==> src/rtl/seg_pkg.sv <==
// Shared types and constants for the multiplexed seven-segment scan controller.
package seg_pkg;

   localparam logic [3:0] BLANK_CODE = 4'd11;
   localparam int         N_DIGITS   = 8;

   typedef struct packed {
      logic       blank;
      logic [3:0] code;
   } digit_entry_t;

   localparam digit_entry_t DARK_ENTRY = '{blank: 1'b1, code: 4'd0};

   typedef enum logic {
      IDLE,
      PENDING
   } commit_state_t;

endpackage

==> src/rtl/seg_scan_ctrl_timer.sv <==
// Slot timer: divides the clock into digit slots and eight slots into a frame.
module seg_slot_timer
   import seg_pkg::*;
#(
   parameter  int SCAN_DIV = 1000,
   localparam int CNT_W    = $clog2(SCAN_DIV)
) (
   input  logic             clk,
   input  logic             rst_n,
   output logic [CNT_W-1:0] cnt,
   output logic [2:0]       slot,
   output logic             boundary,
   output logic             frame_start
);

   localparam logic [CNT_W-1:0] LAST_CNT = CNT_W'(SCAN_DIV - 1);

   assign boundary = (cnt == LAST_CNT) && (slot == 3'(N_DIGITS - 1));

   // Advance the in-slot counter, step the slot on wrap, and flag the cycle after a frame wrap.
   always_ff @(posedge clk or negedge rst_n) begin
      if (!rst_n) begin
         cnt         <= '0;
         slot        <= '0;
         frame_start <= 1'b0;
      end else begin
         frame_start <= boundary;
         if (cnt == LAST_CNT) begin
            cnt  <= '0;
            slot <= slot + 3'd1;
         end else begin
            cnt <= cnt + 1'b1;
         end
      end
   end

endmodule

==> src/rtl/seg_scan_ctrl.sv <==
// Scan controller: double-buffered digit bank, frame-aligned commit, and
// dead-time/brightness windowed active-low digit enables feeding the _7seg decoder.
module seg_scan_ctrl
   import seg_pkg::*;
#(
   parameter int SCAN_DIV = 1000,
   parameter int DEAD_CYC = 4
) (
   input  logic       clk,
   input  logic       rst_n,
   input  logic       wr_valid,
   output logic       wr_ready,
   input  logic [2:0] wr_addr,
   input  logic [3:0] wr_data,
   input  logic       wr_blank,
   input  logic       commit_req,
   output logic       commit_pending,
   input  logic [2:0] bright,
   output logic [7:0] en,
   output logic [3:0] num,
   output logic       frame_start
);

   localparam int          CNT_W  = $clog2(SCAN_DIV);
   localparam logic [31:0] DEAD_W = 32'(DEAD_CYC);
   localparam logic [31:0] SPAN_W = 32'(SCAN_DIV - DEAD_CYC);

   logic [CNT_W-1:0] cnt;
   logic [2:0]       slot;
   logic             boundary;

   digit_entry_t  shadow_bank [N_DIGITS];
   digit_entry_t  active_bank [N_DIGITS];
   commit_state_t state_q;
   commit_state_t state_d;
   logic          load_active;
   logic          wr_accept;
   logic [2:0]    bright_q;

   logic [31:0]   win_len;
   logic [31:0]   cnt_ext;
   logic          in_window;
   digit_entry_t  cur_entry;
   logic [7:0]    en_d;
   logic [3:0]    num_d;

   seg_slot_timer #(
      .SCAN_DIV (SCAN_DIV)
   ) u_timer (
      .clk         (clk),
      .rst_n       (rst_n),
      .cnt         (cnt),
      .slot        (slot),
      .boundary    (boundary),
      .frame_start (frame_start)
   );

   // Writes are held off while a commit waits, so the snapshot taken at the boundary is stable.
   assign wr_ready       = (state_q == IDLE);
   assign commit_pending = (state_q == PENDING);
   assign wr_accept      = wr_valid && wr_ready;

   // Commit state register.
   always_ff @(posedge clk or negedge rst_n) begin
      if (!rst_n) begin
         state_q <= IDLE;
      end else begin
         state_q <= state_d;
      end
   end

   // A request arms the commit; the armed commit fires on the next frame boundary only.
   always_comb begin
      state_d     = state_q;
      load_active = 1'b0;
      case (state_q)
         IDLE: begin
            if (commit_req) begin
               state_d = PENDING;
            end
         end
         PENDING: begin
            if (boundary) begin
               load_active = 1'b1;
               state_d     = IDLE;
            end
         end
         default: begin
            state_d = IDLE;
         end
      endcase
   end

   // Shadow bank takes accepted writes; later writes to the same digit overwrite earlier ones.
   always_ff @(posedge clk or negedge rst_n) begin
      if (!rst_n) begin
         for (int i = 0; i < N_DIGITS; i++) begin
            shadow_bank[i] <= DARK_ENTRY;
         end
      end else if (wr_accept) begin
         shadow_bank[wr_addr] <= '{blank: wr_blank, code: wr_data};
      end
   end

   // Active bank is replaced as a whole at a frame boundary so no frame is ever mixed.
   always_ff @(posedge clk or negedge rst_n) begin
      if (!rst_n) begin
         for (int i = 0; i < N_DIGITS; i++) begin
            active_bank[i] <= DARK_ENTRY;
         end
      end else if (load_active) begin
         for (int i = 0; i < N_DIGITS; i++) begin
            active_bank[i] <= shadow_bank[i];
         end
      end
   end

   // Brightness only changes between frames to keep every digit in a frame equally lit.
   always_ff @(posedge clk or negedge rst_n) begin
      if (!rst_n) begin
         bright_q <= '0;
      end else if (boundary) begin
         bright_q <= bright;
      end
   end

   assign win_len   = ((32'(bright_q) + 32'd1) * SPAN_W) >> 3;
   assign cnt_ext   = 32'(cnt);
   assign in_window = (cnt_ext >= DEAD_W) && (cnt_ext < (DEAD_W + win_len));
   assign cur_entry = active_bank[slot];

   // Decide which single digit (if any) is lit in this cycle and what it shows.
   always_comb begin
      en_d  = 8'hFF;
      num_d = BLANK_CODE;
      if (!cur_entry.blank && in_window) begin
         en_d[slot] = 1'b0;
         num_d      = cur_entry.code;
      end
   end

   // Register the drive so the pins change cleanly one cycle after the slot position.
   always_ff @(posedge clk or negedge rst_n) begin
      if (!rst_n) begin
         en  <= 8'hFF;
         num <= BLANK_CODE;
      end else begin
         en  <= en_d;
         num <= num_d;
      end
   end

endmodule

==> config.mk <==
export PLATFORM = sky130hd
export DESIGN_NAME = seg_scan_ctrl
export DESIGN_NICKNAME = d
export VERILOG_FILES = /design/src/rtl/seg_pkg.sv /design/src/rtl/seg_scan_ctrl_timer.sv /design/src/rtl/seg_scan_ctrl.sv
export SDC_FILE = /design/constraint.sdc
export NUM_CORES = 1
export LEC_CHECK = 0
export CAP_MARGIN = 15
export CELL_PAD_IN_SITES_DETAIL_PLACEMENT = 0
export CELL_PAD_IN_SITES_GLOBAL_PLACEMENT = 1
export CORE_AREA = 2 2 122 124
export DETAILED_ROUTE_END_ITERATION = 6
export DIE_AREA = 0 0 124 126
export PLACE_DENSITY_LB_ADDON = 0.1
export SLEW_MARGIN = 40
export SYNTH_ARGS = -nofsm -noshare
export SYNTH_HDL_FRONTEND = slang
export SYNTH_SLANG_ARGS = --single-unit
==> constraint.sdc <==
create_clock -name clk -period 11.5 [get_ports clk]
set_clock_uncertainty 0.1 [all_clocks]
set_input_delay 2.3 -clock clk [delete_from_list [all_inputs] [get_ports clk]]
set_output_delay 2.3 -clock clk [all_outputs]
set_load 0.05 [all_outputs]
### After elaboration in Yosys (flattened, before gate mapping)

Index checks and enable logic that the tools add are counted.

| storage, ports and cells | value |
|---|---|
| bits in registers | 110 |
| bits of input ports | 15 |

| cells by class | value |
|---|---|
| $add $sub $neg | 4 |
| multiply operators | 1 |
| magnitude comparators | 7 |
| equal/unequal tests | 2 |
| muxes and demuxes | 16 |
| bitwise operators | 4 |
| reduce and logical (&&, ||, !) cells | 7 |

Operator list:

| operator | count |
|---|---|
| $bwmux 40 | 1 |
| $bmux 5 s3 | 1 |
| $demux 5 s3 | 1 |
| $mux 5 | 3 |
| $add 3x11->12 const A | 1 |
| $lt 10x12->1 | 1 |
| $mul 4x8->12 const B | 1 |
| $add 10x1->10 const B | 1 |
| $eq 10x10->1 const B | 1 |
| $ge 10x3->1 const B | 1 |
| $mux 10 | 1 |
| $ge 4x4->1 const B | 2 |
| $mux 8 | 1 |
| $not 3->4 | 2 |
| $not 8->8 | 1 |
| $logic_and 1x1->1 | 6 |
| $mux 1 | 5 |
| $add 3x1->4 const B | 1 |
| $lt 3x4->1 const B | 1 |
| $lt 4x1->1 const B | 1 |
| $mux 4 | 1 |
| $add 3x1->3 const B | 1 |
| $demux 1 s3 | 1 |
| $eq 3x3->1 const B | 1 |
| other kinds (4) | 4 |

### Logic depth before layout (Yosys ltp)

Gate-level depths: netlist of the first run.

| logic depth | value |
|---|---|
| depth in word-level cells | 7 |
| mapped depth | 20 |
| mapped depth without buffers | 19 |

### By module

From an unflattened synthesis of the first run, not the netlist that was laid out.

| second synthesis, totals | value |
|---|---|
| cells, all modules | 420 |
| area, all modules | 5,606.6 um^2 |

By module, submodules not included:

| module | times used | cells each | area an instance (um^2) |
|---|---|---|---|
| seg_scan_ctrl | 1 | 362 | 4,928.5 |
| seg_slot_timer | 1 | 58 | 678.2 |

### Worst setup path before layout of the first run

OpenSTA, ideal clock, no wires.

| timing | value |
|---|---|
| path type | flip-flop to flip-flop |
| start | reg bright_q[0] |
| end | reg en[1] |
| data arrival time | 4.792 ns |
| slack | 6.526 ns |
| cell stages (with the launch flop) | 20 |
| buffers on the path | 1 |
| clock period less this slack | 4.974 ns |
| cell sequence | dfrtp_1 > inv_1 > ha_1 > inv_1 > fa_1 > inv_1 > fa_1 > inv_1 > ha_1 > a211oi_2 > nor3_1 > nand4bb_2 > nor3_2 > xor2_1 > ha_1 > o2111ai_1 > o311ai_1 > or3b_4 > buf_6 > o211ai_1 |

| between the ends | value |
|---|---|
| word-level cells in the longest chain between the ends | 7 |

Ends and longest elaborated chain:

| what | RTL line | RTL |
|---|---|---|
| from (decl) | seg_scan_ctrl.sv:38 | `logic [2:0] bright_q;` |
| from (signal assigned) | seg_scan_ctrl.sv:123 | `bright_q <= bright;` |
| $add 3x1->4 | seg_scan_ctrl.sv:127 | `assign win_len = ((32'(bright_q) + 32'd1) * SPAN_W) >> 3;` |
| $mul 4x8->12 | seg_scan_ctrl.sv:127 |  |
| $add 3x11->12 | seg_scan_ctrl.sv:129 | `assign in_window = (cnt_ext >= DEAD_W) && (cnt_ext < (DEAD_W + win_len));` |
| $lt 10x12->1 | seg_scan_ctrl.sv:129 |  |
| $logic_and 1x1->1 | seg_scan_ctrl.sv:129 |  |
| $logic_and 1x1->1 | seg_scan_ctrl.sv:136 | `if (!cur_entry.blank && in_window) begin` |
| $mux 8 | seg_scan_ctrl.sv:136 |  |
| via en_d[1] | seg_scan_ctrl.sv:44 | `logic [7:0] en_d;` |
| to (signal assigned) | seg_scan_ctrl.sv:148 | `en <= en_d;` |
| to (decl) | seg_scan_ctrl.sv:19 | `output logic [7:0] en,` |

The timed path passes the listed nets, and every way through them passes these cells.
A chain may end at the register's enable or synchronous reset.

### Final worst setup path of the first run

| timing | value |
|---|---|
| start | reg bright_q[0] |
| end | reg num[2] |

| between the ends | value |
|---|---|
| word-level cells in the longest chain between the ends | 7 |

Ends and longest elaborated chain:

| what | RTL line | RTL |
|---|---|---|
| $add 3x1->4 | seg_scan_ctrl.sv:127 |  |
| $mul 4x8->12 | seg_scan_ctrl.sv:127 |  |
| $add 3x11->12 | seg_scan_ctrl.sv:129 |  |
| $lt 10x12->1 | seg_scan_ctrl.sv:129 |  |
| $logic_and 1x1->1 | seg_scan_ctrl.sv:129 |  |
| $logic_and 1x1->1 | seg_scan_ctrl.sv:136 |  |
| $mux 4 | seg_scan_ctrl.sv:136 |  |
| via num_d[2] | seg_scan_ctrl.sv:45 | `logic [3:0] num_d;` |
| to (signal assigned) | seg_scan_ctrl.sv:149 | `num <= num_d;` |
| to (decl) | seg_scan_ctrl.sv:20 | `output logic [3:0] num,` |

The timed path passes the listed nets, and every way through them passes these cells.

==> flow_summary_export.csv, run 1 <==
group,metric,value,unit
outcome,status,"finished, final reports clean",
routing,drtIter0Drc,149,
synthesis,synth_cell_types,59,
global_routing,gr-usage-all-layers,16.9,%
layout,multi_input_area,0.00272,mm^2
worst_hold_path,worstHoldStart,"shadow_bank[12]",
sta,fin_hold_ws,0.403,ns
layout,fin_nets,515,
cts,cts.sinks,110,
synthesis,synth_top_cell_by_area,"dfrtp_1",
global_routing,grt-ovfl-total,0,
floorplanning,die_h,126,um
sta,slew_viol_final,0,
routing,drc,0,
cts,post_cts_buffers,0,
worst_setup_path,reg2reg_depth,18,
global_routing,grt_pass1_vias,3585,
worst_hold_path,holdPathStages,1,
worst_setup_path,critical_path.startpoint_type,"register",
synthesis,synth-seq-cells,110,
synthesis,syn_nets,487,
cts,cts_buffers,9,
synthesis,ys_seq_area_share,49.2,%
synthesis,avgSynthCellArea,12.9,um^2
sta,layout_min_cycle_time,5.57,ns
sta,hold_viol,0,
worst_setup_path,cp_num_cells,18,
sta,layout_setup_ws,5.93,ns
routing,antenna_left,0,
synthesis,synthArstFlopShare,100,%
worst_setup_path,critical_path_class,"register to register",
floorplanning,ioPinCount,30,
routing,wirelength,11.9,mm
sta,tns,0,ns
cts,root_buffer,"clkbuf_16",
floorplanning,die_w,124,um
synthesis,synth.top_cells.by_area,"dfrtp_1 (37%), mux2_2 (17%), dfstp_2 (13%)",
place,dp_cells,638,
sta,worst_pin_slew,0.768,ns
job,cap_viol_max_count,0,
worst_setup_path,critPathTopFamily,"adder cells",
place,pre_cts_ws,5.95,ns
worst_setup_path,cp-end-kind,"register",
routing,firstDrtPassIters,4,
floorplanning,initial_core_util,39.5,%
worst_setup_path,slowest_stage,"fa_1",
routing,vias,3429,
pwr,powerDensity,117,mW/mm^2
place,gp_congestion,0.802,
place,portBuffers,29,
cts,htreeDepth,3,
sta,max_freq,179,MHz
place,hpwl,8.27,mm
sta,rsz0062_at_grt,"false",
sta,setup_viol_count_final,0,
worst_setup_path,cp_num_buf_inv,4,
layout,drive_gt1_share,33.8,%
worst_hold_path,hold_path.class,"register to register",
synthesis,yosysWarnings,0,
pwr,power.leakage,0.00289,uW
layout,fillCellCount,1322,
floorplanning,core,0.0143,mm^2
routing,via_per_inst,5.24,
cts,cts_tree,"done",
cts,holdBufCountCts,0,
worst_setup_path,startpoint,"bright_q[0]",
worst_setup_path,path_common_cell,"inv_1",
worst_setup_path,critPathMaxFanout,12,
sta,post-route-period-util,48.5,%
synthesis,ys.flop_type,"dfrtp_1",
cts,path_clk_slew,0.07,ns
layout,n_antenna_cell,0,
global_routing,grt_max_degree,59,
worst_setup_path,r2r_start,"bright_q[0]",
worst_setup_path,slowest_delay,0.56,ns
cts,clockBufferDepth,2,
cts,cts.repair.resized,0,
synthesis,synth_edf_count,0,
layout,syn2layout_area_growth,13.8,%
synthesis,syn-instance-count,437,
cts,worst_skew_pair.late_latency,0.35,ns
worst_setup_path,crit_arrival,5.72,ns
synthesis,synth.top_cell.area_share,36.7,%
layout,final_cell_count_no_fill,654,
routing,wl_per_cell,18.2,um
pwr,peakVddDrop,87.4,uV
global_routing,antenna_found_initial,0,
worst_setup_path,crit_required,11.64,ns
layout,regArea,0.00279,mm^2
global_routing,grt_pass1_wl,19.8,mm
sta,max_slew_margin,48.6,%
floorplanning,dieArea,0.0156,mm^2
floorplanning,rows,44,
synthesis,synth_area,0.00566,mm^2
worst_setup_path,cp_cell_sequence,"inv_1, ha_1, inv_1, fa_1, inv_1, fa_1, inv_1, ha_1, a211oi_2, nor3_1, nand4bb_2, nor3_2, xor2_1, ha_1, o2111ai_1, o311ai_1, or3b_4, o211a_1",
## power breakdown
group	internal, uW	switching, uW
clock network	178	145
logic	14.0	19.0
registers	395	2.87
total	586	167
## cells in the mapped netlist (2+ instances only)
| cell | n |
|---|---|
| mux2_2 | 84 |
| dfrtp_1 | 83 |
| ha_1 | 29 |
| dfstp_2 | 27 |
| inv_1 | 20 |
| nand2_1 | 18 |
| nor2_1 | 13 |
| nand3_1 | 12 |
| xor2_1 | 12 |
| nor3_1 | 10 |
| o21ai_0 | 10 |
| clkbuf_1 | 7 |
| o211ai_1 | 7 |
| xnor2_1 | 7 |
| buf_2 | 6 |
| fa_1 | 6 |
| mux2i_1 | 6 |
| a21oi_1 | 5 |
| and3_1 | 5 |
| mux4_2 | 5 |
| nand2b_1 | 5 |
| nand3b_1 | 5 |
| o211ai_2 | 5 |
| and4_1 | 3 |
| nor3b_1 | 3 |
| o21ai_1 | 3 |
| a2111oi_0 | 2 |
| a211oi_1 | 2 |
| a211oi_2 | 2 |
| buf_6 | 2 |
| nand4_1 | 2 |
| nor2b_1 | 2 |
| nor4_1 | 2 |
| nor4_2 | 2 |
## registers in the layout, summed over array words and instances, names as in the netlist
register,count
active_bank,40
u_timer.slot,3
u_timer.frame_start,1
shadow_bank,40
commit_pending,1
num,4
u_timer.cnt,10
en,8
bright_q,3
## layout make-up
type	instances	area share, %
Multi-Input combinational cell	290	42.2
Clock buffer	11	3.77
Timing Repair Buffer	34	4.97
Sequential cell	110	43.3
Inverter	20	1.17
Clock inverter	5	0.991
Tap cell	184	3.57
## layer usage
| metal | global-route usage [%] | part of all wire [%] |
|---|---|---|
| met5 | 0 | 0 |
| met3 | 2.58 | 2.1 |
| met4 | 6.01 | 1.5 |
| met2 | 25.7 | 46 |
| met1 | 24.6 | 50 |
## logic make-up after synthesis
family | count (synthesis) | share of synthesized area, %
adders and majority gates | 35 | 8.54
muxes | 96 | 20.2
AOI/OAI and AO/OA | 49 | 6.77
and+or+nand+nor | 89 | 9.07
DFF | 110 | 49.2
xor gates and xnor gates | 20 | 3.23
buffers and inverters | 37 | 2.92
other | 1 | 0.0663
## final timing paths
kind,end,slack (ns)
setup / recovery,num[2],5.93
hold / removal,active_bank[12],0.40
setup reg to reg,num[2],5.93
hold reg to reg,active_bank[12],0.40
max in group asynchronous,shadow_bank[2],8.23
min in group asynchronous,active_bank[35],1.87
## per-stage QoR
step | utilization (%) | total power, uW | instance area, um^2
after floorplan | - | 419 | 5660
after global placement | 42.7 | 438 | 6110
after detailed placement | 42.9 | 439 | 6130
after CTS | 45.0 | 767 | 6440
after global routing | 45.0 | 788 | 6440
final | 45.0 | 753 | 6440
## cells in the final DEF (no fill, tap or decap), types with 11 or more instances in the layout
cell / count
xor2_1: 12
inv_1: 20
nand3_1: 11
nand2_1: 18
ha_1: 29
dfrtp_1: 80
mux2_2: 84
nor2_1: 13
dfstp_2: 27
clkdlybuf4s50_1: 28
Note: power is estimated with default switching activity, not from simulation.
==> run 2, diff against run 1 <==
==> constraint.sdc (replaced) <==
create_clock -name clk -period 5.3 [get_ports clk]
set_clock_uncertainty 0.1 [all_clocks]
set_input_delay 1.06 -clock clk [delete_from_list [all_inputs] [get_ports clk]]
set_output_delay 1.06 -clock clk [all_outputs]
set_load 0.05 [all_outputs]
==> flow_summary_export.csv, run 2 (synthesis gave the netlist of run 1 again) <==
group,metric,value,unit
outcome,status,"finished, final reports clean",
cts,cts_buffers,9,
layout,fillCellCount,1342,
cts,clockBufferDepth,2,
layout,drive_gt1_share,38.2,%
routing,drc,0,
place,gp_congestion,0.782,
place,pre_cts_ws,0.0674,ns
cts,htreeDepth,3,
floorplanning,initial_core_util,39.5,%
worst_setup_path,cp-end-kind,"register",
routing,via_per_inst,5.22,
sta,layout_min_cycle_time,5.06,ns
cts,worst_skew_pair.late_latency,0.36,ns
floorplanning,core,0.0143,mm^2
global_routing,grt-ovfl-total,0,
routing,vias,3477,
sta,slew_viol_final,0,
cts,holdBufCountCts,0,
global_routing,grt_pass1_wl,19.6,mm
worst_hold_path,holdPathEnd,"active_bank[17]",
floorplanning,rows,44,
worst_setup_path,critPathTopFamily,"adder cells",
worst_setup_path,critical_path.startpoint_type,"register",
routing,firstDrtPassIters,4,
sta,post-route-period-util,95.5,%
layout,reg_top3,"active_bank x40, shadow_bank x40, u_timer.cnt x10",
layout,syn2layout_area_growth,16.4,%
worst_hold_path,holdPathStages,1,
sta,layout_setup_ws,0.240,ns
floorplanning,die_w,124,um
worst_setup_path,reg2reg_depth,17,
layout,finalCoreUtilization,46.0,%
routing,wirelength,11.8,mm
worst_setup_path,crit_arrival,5.22,ns
sta,max_freq,198,MHz
worst_setup_path,slowest_stage,"fa_1",
worst_hold_path,worstHoldStart,"shadow_bank[17]",
worst_setup_path,crit_required,5.46,ns
worst_hold_path,hold_path.class,"register to register",
sta,worst_pin_slew,0.832,ns
worst_setup_path,critPathMaxFanout,6,
worst_setup_path,cp_cell_sequence,"ha_1, xor2_2, inv_1, buf_4, fa_1, fa_1, ha_1, nand2b_4, o2111ai_2, xor2_2, nor3_4, xor2_1, ha_1, o2111ai_1, o311ai_2, or3b_4, o211a_1",
routing,drtIter0Drc,134,
sta,max_slew_margin,44.3,%
pwr,peakVddDrop,147,uV
worst_setup_path,cp_num_buf_inv,2,
global_routing,grt_max_degree,69,
place,hpwl,8.18,mm
global_routing,grt_pass1_vias,3635,
worst_setup_path,r2r_start,"bright_q[0]",
layout,fin_nets,527,
worst_setup_path,path_common_cell,"ha_1",
floorplanning,die_h,126,um
layout,n_antenna_cell,0,
worst_setup_path,worst_r2r_endpoint,"num[2]",
pwr,powerDensity,241,mW/mm^2
sta,setup_viol_count_final,0,
place,portBuffers,29,
worst_setup_path,reg2reg_slack,0.24,ns
cts,cts_tree,"done",
layout,final_cell_mix,"mux2_2 (84), dfrtp_1 (78), ha_1 (28), clkdlybuf4s50_1 (28), dfstp_2 (27)",
sta,fin_hold_ws,0.400,ns
floorplanning,ioPinCount,30,
worst_setup_path,startpoint,"bright_q[0]",
cts,cts.sinks,110,
cts,root_buffer,"clkbuf_16",
routing,antenna_left,0,
routing,wl_per_cell,17.8,um
sta,tns,0,ns
global_routing,antenna_found_initial,0,
worst_setup_path,critical_path_class,"register to register",
sta,hold_viol,0,
sta,rsz0062_at_grt,"false",
layout,final_common_cell,"mux2_2",
worst_setup_path,slowest_delay,0.50,ns
pwr,power.leakage,0.00295,uW
floorplanning,dieArea,0.0156,mm^2
pwr,p_total,1590,uW
cts,path_clk_slew,0.08,ns
job,cap_viol_max_count,0,
global_routing,gr-usage-all-layers,16.8,%
[run 2: final cells by class]
cell class	instances	area, um^2	area share (%)
Sequential cell	110	2790	42.4
Inverter	20	75.1	1.14
Clock inverter	6	57.6	0.874
Clock buffer	10	229	3.48
Tap cell	184	230	3.49
Multi-Input combinational cell	291	2790	42.4
Timing Repair Buffer	45	409	6.21
[run 2: power by group]
part	total (uW)	internal (uW)	switching [uW]
registers	863	857	6.11
clock network	651	327	323
logic	73.9	32.2	41.7
[run 2: worst max path at each step]
stage	cells past startpoint	to	slack, ns
after floorplan	19	en[1]	0.33
after global placement	18	num[2]	0.15
after detailed placement	18	num[2]	0.07
after CTS	18	num[2]	0.04
after global routing	17	num[2]	0.02
final	17	num[2]	0.24
[run 2: through the flow]
step / cells / instance area, um^2
final: 666 / 6590
after global routing: 666 / 6590
after floorplan: 437 / 5660
after CTS: 658 / 6440
after global placement: 641 / 6150
after detailed placement: 642 / 6160
[run 2: worst reg2reg max path, stage by stage (launching register included)]
cell and delay, ns:
dfrtp_2 0.45, ha_1 0.24, xor2_2 0.15, inv_1 0.08
buf_4 0.16, fa_1 0.50, fa_1 0.50, ha_1 0.41
nand2b_4 0.08, o2111ai_2 0.24, xor2_2 0.27, nor3_4 0.09
xor2_1 0.15, ha_1 0.32, o2111ai_1 0.14, o311ai_2 0.40
or3b_4 0.47, o211a_1 0.22
[run 2: timing repair]
item                       4_1_cts  5_1_grt
buffers inserted                 0        7
resized for setup                0       16
setup endpoints to repair        0       12
[run 2: metal layers]
metal | share of wire, % | GRT usage (%)
met5 | 0 | 0
met4 | 1.6 | 6.68
met3 | 1.8 | 2.54
met2 | 47 | 25.6
met1 | 49 | 24.2
==> variant 1, RTL diff (config.mk and constraints of run 1) <==
Set the package constant `N_DIGITS` to 4 (it was 8).
--- a/src/rtl/seg_pkg.sv
+++ b/src/rtl/seg_pkg.sv
@@ -4,3 +4,3 @@
    localparam logic [3:0] BLANK_CODE = 4'd11;
-   localparam int         N_DIGITS   = 8;
+   localparam int         N_DIGITS   = 4;
 
Formal check against the unedited RTL: no difference found for any inputs over 10 cycles, from zero or initial values and one cycle with rst_n low; that may be too few to reach the edited logic, so the function may still have changed.
==> variant 1 against run 1 <==
Cell count fell by 19%; sequential cell count shrank 40; final area shrank 28%; global-route usage is 5.3 points lower; fmax up 0.21%; via count is 31% lower; routed wire length is 33% lower; first-iteration DRC count is 41% lower; sequential power decreased by 36%; area after synthesis decreased by 32%; setup slack better by 0.012 ns; sequential share of layout area down 5.1 points; total power is 26% lower.
==> variant 1: results (changes against run 1) <==
CTS H-Tree Depth = 3 (unchanged)
DR vias/cell = 4.48 (-15%)
Number of setup buffers added after CTS = 0 (unchanged)
Pre-CTS WS = 5.95 ns (+0.000300 ns)
Post-Synth Adder-Cell Area = 12.5% (+4.0 points)
Routability cong. = 0.738 (-8.0%)
Pint = 0.442 mW (-25%)
Crit-path leading delay family = adder cells
Largest registers = active_bank (20), shadow_bank (20), u_timer.cnt (10)
Crit path arrival time = 5.73 ns (about the same)
Layout Nets = 392 (-24%)
Placed Area = 0.00435 mm^2 (-29%)
Worst slew pin tran = 0.695 ns (-0.0725 ns)
GR Util met2 = 16.4% (-9.2 points)
CTS max path bufs = 2 (unchanged)
Cts repair resizes = 0 (unchanged)
Placed cell count = 515 (-19%)
Fill count = 1436 (+8.6%)
GRT Total Usage = 11.6% (-5.3 points)
Top FF cell, synth = dfrtp_1
Post-synthesis mux area share = 16.3% (-3.8 points)
Pre-antenna DRT Iters = 6 (+2)
Critical Path Max Stage Delay = 0.56 ns (about the same)
Slowest cell on crit path = fa_1
Initial antenna violation count = 0 (unchanged)
Mapped Cells = 310 (-29%)
Netlist cell types = 50 (-15%)
Xor and xnor area share after synthesis = 4.74% (+1.5 points)
Fin cells = 530 (-19%)
Pleak = 2.09 nW (-28%)
Ranking of synthesized cells by area = dfrtp_1 33%, dfstp_2 13%, mux2_2 13%
Antenna diode count = 0 (unchanged)
Grt ovf = 0 (unchanged)
Seq/Total Area, Yosys = 46.0% (-3.2 points)
CTS Buf Count = 9 (unchanged)
Number of DRC markers in iteration 0 = 88 (-41%)
I/O Buffers = 29 (unchanged)
Worst-Skew Late Latency = 0.33 ns (-0.02 ns)
Worst hold path type = register to register
First-pass GRT wire length = 13.6 mm (-31%)
Syn Nets = 360 (-26%)
Synth Area in Compound Gates = 5.19% (-1.6 points)
Largest net degree at the start of global routing = 71 (+20%)
Ys async rst share = 100% (unchanged)
DP Wirelength = 5.69 mm (-31%)
Top cells by count, synth = 51 x dfrtp_1, 43 x mux2_2, 29 x ha_1, 20 x inv_1, 19 x dfstp_2
Layout cells sized above 1 = 28.0% (-5.8 points)
Met1 global-route usage = 16.7% (-7.9 points)
Status = complete, no violations
Final WL = 8.02 mm (-33%)
Vias in the first global route = 2465 (-31%)
M3 GR Usage = 3.26% (+0.68 points)
Peak VDD IR = 0.0000572 V (-35%)
==> variant 1: cells by family after synthesis <==
group	after synthesis
flip-flops	70
AND/OR/NAND/NOR	77
buffers and inverters	30
multiplexers	50
other	1
AO/OA/AOI/OAI	27
adder cells (fa/ha/maj)	35
XOR/XNOR	20
==> variant 1: metal layers <==
layer  share of wire (%)  wire, um
met5                   0         0
met3                 3.8       304
met1                  51      4130
met4                 1.6       127
met2                  43      3460
==> variant 1: power by group through the flow <==
stage | clock, mW | combinational, mW | sequential, mW
after global placement | 0 | 0.0253 | 0.258
after CTS | 0.292 | 0.0256 | 0.253
after floorplan | 0 | 0.0101 | 0.259
final | 0.281 | 0.0251 | 0.253
after global routing | 0.305 | 0.0284 | 0.254
after detailed placement | 0 | 0.0254 | 0.258
==> variant 1: final timing paths <==
| path | end | from | slack [ns] | cells past startpoint |
|---|---|---|---|---|
| min | active_bank[0] | shadow_bank[0] | 0.40 | 1 |
| max in group asynchronous | u_timer.cnt[1] | rst_n | 8.87 | 2 |
| min in group asynchronous | shadow_bank[3] | rst_n | 1.95 | 2 |
| max reg2reg | num[2] | bright_q[0] | 5.94 | 20 |
| min reg2reg | active_bank[0] | shadow_bank[0] | 0.40 | 1 |
| max | num[2] | bright_q[0] | 5.94 | 20 |
==> variant 1: cell type report <==
class                   count  area (um^2)  area share (%)
multi-input cells         210         1960            42.2
flip-flops and latches     70         1780            38.2
repair buffers             31          304            6.54
clock buffers              12          256            5.52
well taps                 184          230            4.95
inverters                  20         75.1            1.61
clock inverters             3         45.0           0.969
==> variant 2, RTL diff (settings of run 1) <==
Without the edit above. Reset style: synchronous (`rst_n`), changed in 6 clocked blocks.
--- a/src/rtl/seg_scan_ctrl_timer.sv
+++ b/src/rtl/seg_scan_ctrl_timer.sv
@@ -20,3 +20,3 @@
    // Advance the in-slot counter, step the slot on wrap, and flag the cycle after a frame wrap.
-   always_ff @(posedge clk or negedge rst_n) begin
+   always_ff @(posedge clk) begin
       if (!rst_n) begin
--- a/src/rtl/seg_scan_ctrl.sv
+++ b/src/rtl/seg_scan_ctrl.sv
@@ -63,3 +63,3 @@
    // Commit state register.
-   always_ff @(posedge clk or negedge rst_n) begin
+   always_ff @(posedge clk) begin
       if (!rst_n) begin
@@ -94,3 +94,3 @@
    // Shadow bank takes accepted writes; later writes to the same digit overwrite earlier ones.
-   always_ff @(posedge clk or negedge rst_n) begin
+   always_ff @(posedge clk) begin
       if (!rst_n) begin
@@ -105,3 +105,3 @@
    // Active bank is replaced as a whole at a frame boundary so no frame is ever mixed.
-   always_ff @(posedge clk or negedge rst_n) begin
+   always_ff @(posedge clk) begin
       if (!rst_n) begin
@@ -118,3 +118,3 @@
    // Brightness only changes between frames to keep every digit in a frame equally lit.
-   always_ff @(posedge clk or negedge rst_n) begin
+   always_ff @(posedge clk) begin
       if (!rst_n) begin
@@ -142,3 +142,3 @@
    // Register the drive so the pins change cleanly one cycle after the slot position.
-   always_ff @(posedge clk or negedge rst_n) begin
+   always_ff @(posedge clk) begin
       if (!rst_n) begin
Behaviour: differs if rst_n is asserted again (counterexample within 4 cycles, from zero or initial values and one cycle with rst_n low); with rst_n held inactive, the same outputs for 10 cycles.
==> variant 2 against run 1 <==
Fmax is 5.2% higher; total power is 37% higher; via count is 6.4% lower; sequential cell count is 3 higher; largest cell class unchanged; routed wire length is 14% lower; sequential power is 13% higher; critical endpoint is now en[2]; final area is 3.6% higher; area after synthesis is 1.2% lower; setup slack better by 0.28 ns.
==> variant 2: results (changes against run 1) <==
Status = complete, no violations
Pleak = 2.39 nW (-18%)
Peak VDD IR = 0.0000980 V (+12%)
Crit Reg-Reg Endpoint = en[2]
Crit path arrival time = 5.48 ns (-0.24 ns)
Vias = 3211 (-6.4%)
Flop2flop setup slack = 6.20 ns (+0.28 ns)
Layout cells sized above 1 = 15.1% (-19 points)
CTS Buf Count = 17 (+8)
Ys async rst share = 0% (-100 points)
Routability cong. = 0.750 (-6.5%)
Ranking of synthesized cells by area = edfxtp_1 43%, dfxtp_1 12%, and2_1 7.8%
Worst slew pin tran = 0.725 ns (-0.0427 ns)
CTS H-Tree Depth = 4 (+1)
Slowest cell on crit path = a2111oi_4
Worst hold endpoint = u_timer.cnt[0]
Final WL = 10.2 mm (-14%)
Clk slew on worst S/H paths = 0.05 ns (-0.02 ns)
Netlist cell types = 54 (-8.5%)
Number of DRC markers in iteration 0 = 153 (+2.7%)
Pre-antenna DRT Iters = 4 (unchanged)
Largest net degree at the start of global routing = 42 (-29%)
Seq/Total Area, Yosys = 54.8% (+5.6 points)
Hold WS = 0.385 ns (-0.0178 ns)
First-pass GRT wire length = 17.2 mm (-13%)
Min-delay src = u_timer.cnt[0]
Vias in the first global route = 3354 (-6.4%)
Switching part of the total = 20.0% (-2.1 points)
Syn Nets = 484 (-0.62%)
Largest registers = active_bank (40), shadow_bank (40), u_timer.cnt (10)
Clk pwr share = 52.5% (+9.7 points)
Fill count = 1325 (+0.23%)
DP Wirelength = 7.40 mm (-11%)
Worst-Skew Late Latency = 0.41 ns (+0.06 ns)
Worst-path fanout max = 7 (-5)
Critical Path Max Stage Delay = 0.63 ns (+0.07 ns)
Layout Nets = 520 (+0.97%)
P_comb = 0.0380 mW (+15%)
[variant 2: kinds of logic (layout without fill, tap and decap cells)]
| family | count (synthesis) | count (layout) | synth area share [%] |
|---|---|---|---|
| simple gates | 173 | 173 | 19.3 |
| fa+ha+maj | 35 | 35 | 8.64 |
| other cells | 1 | 1 | 0.0671 |
| compound gates | 46 | 46 | 6.40 |
| flops | 113 | 113 | 54.8 |
| buf+inv | 33 | 82 | 2.89 |
| mux | 14 | 14 | 4.75 |
| xor+xnor | 19 | 19 | 3.11 |
[variant 2: final cells by class]
type / count / area share (%)
flip-flops and latches: 113 / 45.9
repair buffers: 33 / 4.80
inverters: 17 / 0.957
clock buffers: 18 / 6.43
multi-input cells: 288 / 35.6
clock inverters: 14 / 2.81
well taps: 184 / 3.45
[variant 2: layer usage]
| layer | vias up | part of all wire, % | wire [um] | track usage (%) |
|---|---|---|---|---|
| met4 | 0 | 1.3 | 137 | 5.35 |
| met2 | 39 | 50 | 5130 | 24.1 |
| met1 | 1548 | 45 | 4600 | 18.5 |
| met5 | - | 0 | 0 | 0 |
| met3 | 12 | 3.1 | 318 | 4.26 |
| li1 | 1612 | - | - | - |
[variant 2: metrics by stage]
step                instances  cell area (um^2)  utilization [%]  worst slack (ns)
global placement          634              6040             42.2              6.12
detailed placement        635              6050             42.3              6.15
global route              667              6670             46.6              5.75
finish                    667              6670             46.6              6.20
CTS                       667              6670             46.6              6.14
floorplan                 434              5590                -              6.84
[variant 2: worst max path at each step]
stage / from / depth (start not counted) / to
floorplan: bright_q[0] / 18 / en[2]
global placement: bright_q[0] / 17 / en[7]
detailed placement: bright_q[0] / 18 / en[2]
CTS: bright_q[0] / 18 / en[2]
global route: bright_q[0] / 18 / num[0]
finish: bright_q[0] / 18 / en[2]
